File: src/rtl/sysid_regfile.sv
`default_nettype none
// ============================================================================
// Module   : sysid_regfile
// Brief    : System-ID Avalon-MM slave. 32-bit register file with a fixed
//            one-cycle read latency: ID, build timestamp, info word, RW
//            scratch and an optional 64-bit uptime counter.
//            Optional feature macro: SYSID_UPTIME_EN (uptime counter,
//            prescaler, HI shadow and UPTIME_CTRL; INFO[0]=1 when present).
// Revision : 1.0 - initial release
// ============================================================================
module sysid_regfile #(
  parameter logic [31:0] SYSTEM_ID   = 32'h51279DF8,
  parameter logic [31:0] TIMESTAMP   = 32'd0,
  parameter logic [15:0] VERSION     = 16'd2,
  parameter logic [31:0] SCRATCH_RST = 32'h0,
  parameter int unsigned PRESCALE    = 1,
  parameter int unsigned ADDR_W      = 3
) (
  input  logic              clock,
  input  logic              reset,
  input  logic [ADDR_W-1:0] address,
  input  logic              read,
  input  logic              write,
  input  logic [31:0]       writedata,
  input  logic [3:0]        byteenable,
  output logic [31:0]       readdata,
  output logic              readdatavalid
);

  localparam logic [ADDR_W-1:0] c_ADDR_ID      = ADDR_W'(0);
  localparam logic [ADDR_W-1:0] c_ADDR_TS      = ADDR_W'(1);
  localparam logic [ADDR_W-1:0] c_ADDR_SCRATCH = ADDR_W'(2);
  localparam logic [ADDR_W-1:0] c_ADDR_INFO    = ADDR_W'(3);

  // Elaboration-time guard against unsupported parameter values.
  if ((PRESCALE == 0) || (PRESCALE > 65535) || (ADDR_W < 3)) begin : g_param_check
    $error("sysid_regfile: illegal PRESCALE or ADDR_W");
  end

  logic [31:0] r_readdata;
  logic        r_readdatavalid;
  logic [31:0] r_scratch;
  logic [31:0] w_rdata;
  logic [31:0] w_wmask;
  logic [31:0] w_info;
  logic        w_present;
  logic        w_scratch_wr;

  assign w_wmask = {{8{byteenable[3]}}, {8{byteenable[2]}},
                    {8{byteenable[1]}}, {8{byteenable[0]}}};
  assign w_scratch_wr = write && (address == c_ADDR_SCRATCH);

`ifdef SYSID_UPTIME_EN
  localparam logic [ADDR_W-1:0] c_ADDR_UP_LO = ADDR_W'(4);
  localparam logic [ADDR_W-1:0] c_ADDR_UP_HI = ADDR_W'(5);
  localparam logic [ADDR_W-1:0] c_ADDR_CTRL  = ADDR_W'(6);
  localparam logic [15:0]       c_PRESC_LAST = 16'(PRESCALE - 1);

  logic [63:0] r_uptime;
  logic [15:0] r_presc;
  logic [31:0] r_hi_shadow;
  logic        r_freeze;
  logic        w_ctrl_wr;
  logic        w_clear;
  logic        w_lo_rd;

  assign w_present = 1'b1;
  // Control bits live in byte lane 0, so only that lane can update them.
  assign w_ctrl_wr = write && (address == c_ADDR_CTRL) && byteenable[0];
  assign w_clear   = w_ctrl_wr && writedata[0];
  assign w_lo_rd   = read && (address == c_ADDR_UP_LO);

  // Uptime counter and prescaler; CLEAR takes priority over counting,
  // FREEZE (as held before this edge) stalls both.
  always_ff @(posedge clock or posedge reset) begin
    if (reset) begin
      r_uptime <= 64'd0;
      r_presc  <= 16'd0;
      r_freeze <= 1'b0;
    end else begin
      if (w_ctrl_wr) begin
        r_freeze <= writedata[1];
      end
      if (w_clear) begin
        r_uptime <= 64'd0;
        r_presc  <= 16'd0;
      end else if (!r_freeze) begin
        if (r_presc == c_PRESC_LAST) begin
          r_presc  <= 16'd0;
          r_uptime <= r_uptime + 64'd1;
        end else begin
          r_presc <= r_presc + 16'd1;
        end
      end
    end
  end

  // Reading the low word snapshots the high word so a LO-then-HI pair is coherent.
  always_ff @(posedge clock or posedge reset) begin
    if (reset) begin
      r_hi_shadow <= 32'd0;
    end else if (w_lo_rd) begin
      r_hi_shadow <= r_uptime[63:32];
    end
  end
`else
  assign w_present = 1'b0;
`endif

  assign w_info = {VERSION, 8'h00, 7'b0, w_present};

  // Read multiplexer; unmapped words return zero.
  always_comb begin
    w_rdata = 32'd0;
    case (address)
      c_ADDR_ID:      w_rdata = SYSTEM_ID;
      c_ADDR_TS:      w_rdata = TIMESTAMP;
      c_ADDR_SCRATCH: w_rdata = r_scratch;
      c_ADDR_INFO:    w_rdata = w_info;
`ifdef SYSID_UPTIME_EN
      c_ADDR_UP_LO:   w_rdata = r_uptime[31:0];
      c_ADDR_UP_HI:   w_rdata = r_hi_shadow;
      c_ADDR_CTRL:    w_rdata = {30'd0, r_freeze, 1'b0};
`endif
      default:        w_rdata = 32'd0;
    endcase
  end

  // Scratch register with per-byte write lanes.
  always_ff @(posedge clock or posedge reset) begin
    if (reset) begin
      r_scratch <= SCRATCH_RST;
    end else if (w_scratch_wr) begin
      r_scratch <= (r_scratch & ~w_wmask) | (writedata & w_wmask);
    end
  end

  // Registered read response; data is sampled before any same-edge write lands.
  always_ff @(posedge clock or posedge reset) begin
    if (reset) begin
      r_readdata      <= 32'd0;
      r_readdatavalid <= 1'b0;
    end else begin
      r_readdatavalid <= read;
      if (read) begin
        r_readdata <= w_rdata;
      end
    end
  end

  assign readdata      = r_readdata;
  assign readdatavalid = r_readdatavalid;

endmodule
`default_nettype wire

File: config.mk
export PLATFORM = sky130hd
export DESIGN_NAME = sysid_regfile
export DESIGN_NICKNAME = d
export VERILOG_FILES = /design/src/rtl/sysid_regfile.sv
export SDC_FILE = /design/constraint.sdc
export NUM_CORES = 1
export LEC_CHECK = 0
export CORE_UTILIZATION = 47
export DETAILED_ROUTE_END_ITERATION = 12
export PLACE_DENSITY_LB_ADDON = 0.1
export SYNTH_ARGS = -nofsm -noshare
export SYNTH_HDL_FRONTEND = slang
export SYNTH_SLANG_ARGS = --single-unit
File: constraint.sdc
create_clock -name clock -period 2.5 [get_ports clock]
set_input_delay 0.25 -clock clock [delete_from_list [all_inputs] [get_ports clock]]
set_output_delay 0.25 -clock clock [all_outputs]
set_load 0.01 [all_outputs]
==> results.ini <==
[cts]
cts_setup_buffers=0
cts-root-buf=clkbuf_8
cts.sinks=65
htreeDepth=3
clk_latency_ps=330
cts_resized=0
cts_tree=yes
cts_buffers=9
postCtsHoldBufs=0
clkSlewWorstSetupHoldPaths_ps=60
cts_buffer_depth=2

[final_layout]
stdcell_area_um2=3580
fin_util_pct=68.8
layout.cells.non_filler=364
drive_above_1_share_pct=7.14
syn2layout_area_growth_pct=38.3
fin_nets=334
antennaDiodeCount=0

[sta]
fin_crit_ps=1580
rsz0062_at_grt=no
worstMarginPinSlew_ps=642
timing.final.hold_violations=0
fin_skew_ps=4.10
max_freq_ghz=0.635
slew_headroom_pct=57.2
setup_viol=0
period_share_pct=63.0
setup-tns-final_ps=0
slew_viol_final=0
fin_ws_ps=925

[global_route]
grt_pass1_vias=1825
overflow=0
grt_use_met1_pct=27.5
grt_pass1_wl_um=8940
grtUsageMet2_pct=30.5
busiest_layer=met2
grt_max_degree=42
antenna_found_initial=0
track_usage_pct=20.5
use_met3_pct=6.23

[placement]
place_ws_ps=584
routabilityCongestion=0.716
portBuffers=75
hpwlAfterDp_um=3620
dpl_cell_area_um2=3420
placed_cells=350

[logic_synthesis]
synth_cells=212
avgSynthCellArea_um2=12.2
ys_seq_elements=65
yosysMostFrequentCell=dfrtp_1
synth_area_um2=2590
ys.flop_type=dfrtp_1
yosysTopAreaCell=dfrtp_1
synth_seq_area_share_pct=62.8
ys_types=17
yosysTopAreaCellShare_pct=62.8
synth_nets=255
ys_async_sr_fraction_pct=100
synth_edf_count=0
ys_top_cells_by_area=dfrtp_1, mux2_1, inv_1
synth_common_cells=dfrtp_1, inv_1, mux2_1, nor2b_1, o22ai_1
yosysWarnings=0

[floorplan]
coreArea_um2=5200
pin_count=76
start_util_pct=49.8
dieWidth_um=76.2
row_count=26
die_h_um=76.2
fp.dieArea_um2=5810

[worst_setup_path]
required_ps=2710
critical_path_class=primary input to flip-flop
crit_fanout=8
cp.arrival_ps=1780
endpoint_kind=flip-flop
startpoint_type=primary input
ff2ff_setup_slack_ps=1530
reg2reg_to=readdata[17]
r2r_cells=3

[pwr]
power.leakage_nw=1.57
peakVddDrop_v=0.000382
seq_power_share_pct=53.5
power.net_switching_mw=0.573
pwr-share-comb_pct=14.7
internal-power_mw=1.82
swShare_pct=23.9
cellPowerDensity_nw_per_um2=669
clkPwrFrac_pct=31.8

[routing]
wirelength_um=5270
first_pass_iters=4
wl_per_cell_um=14.5
route.detailed.drc=0
drt-initial-drc-count=70
vias_per_cell=4.87
vias=1772
ant_nets=0

[min_path]
hold_path_class=primary input to async pin

[flow_run]
maxCapViolCount=0

[outcome]
outcome=finished, final reports clean

## power by group through the flow
stage | Sequential, mW | Combinational [mW] | Clock, mW
floorplan | 1.30 | 0.171 | 0
global placement | 1.29 | 0.344 | 0
detailed placement | 1.30 | 0.357 | 0
CTS | 1.28 | 0.360 | 0.784
global route | 1.30 | 0.389 | 0.823
finish | 1.28 | 0.352 | 0.761
## worst max-delay path, stage by stage
cell	delay, ps
clkdlybuf4s50_1	450
and4bb_1	560
nand2_4	160
mux2_1	350
## cell type report
| type | instances | area [um^2] |
|---|---|---|
| clock buffers | 14 | 163 |
| fillers | 416 | 1620 |
| inverters | 32 | 120 |
| multi-input cells | 105 | 800 |
| flip-flops and latches | 65 | 1630 |
| well taps | 70 | 87.6 |
| repair buffers | 78 | 786 |
## worst max-delay path by stage
stage,startpoint,to,slack (ps),depth (start not counted)
global placement,address[0],flip-flop,630,4
detailed placement,address[0],flip-flop,580,4
CTS,address[0],flip-flop,930,4
floorplan,reset,async pin,620,1
global route,address[0],flip-flop,820,4
finish,address[0],flip-flop,920,4
## stage by stage
| stage | hold WS [ps] | total power, mW |
|---|---|---|
| 6_report | 286 | 2.40 |
| 5_1_grt | 309 | 2.52 |
| 4_1_cts | 291 | 2.43 |
| 3_5_place_dp | 472 | 1.66 |
| 3_3_place_gp | 465 | 1.64 |
| 2_1_floorplan | 281 | 1.47 |
## cell families (layout without fill, tap and decap cells)
group                  after synthesis  count (layout)  share of synthesized area [%]
AND/OR/NAND/NOR                     40              40                           9.47
multiplexers                        33              33                           14.3
buffers and inverters               42             124                           6.33
AO/OA/AOI/OAI                       32              32                           7.05
flip-flops                          65              65                           62.8
## metal layers
metal  part of all wire (%)  routed length [um]  up-vias
li1                       -                   -      854
met1                     46                2450      862
met2                     47                2490       48
met3                    4.6                 244        8
met4                    1.6                  86        0
met5                      0                   0        -
## cells in the final DEF, fill, tap and decap left out, drive strengths merged, types with 2 or more instances in the layout
cell and n:
mux2 33, o22ai 16, nor2b 17, o21ai 15, and4bb 2, buf 3, nand2 19, dfrtp 65
inv 32, clkbuf 14, clkdlybuf4s50 75
Power figures use the tool's default switching activity.
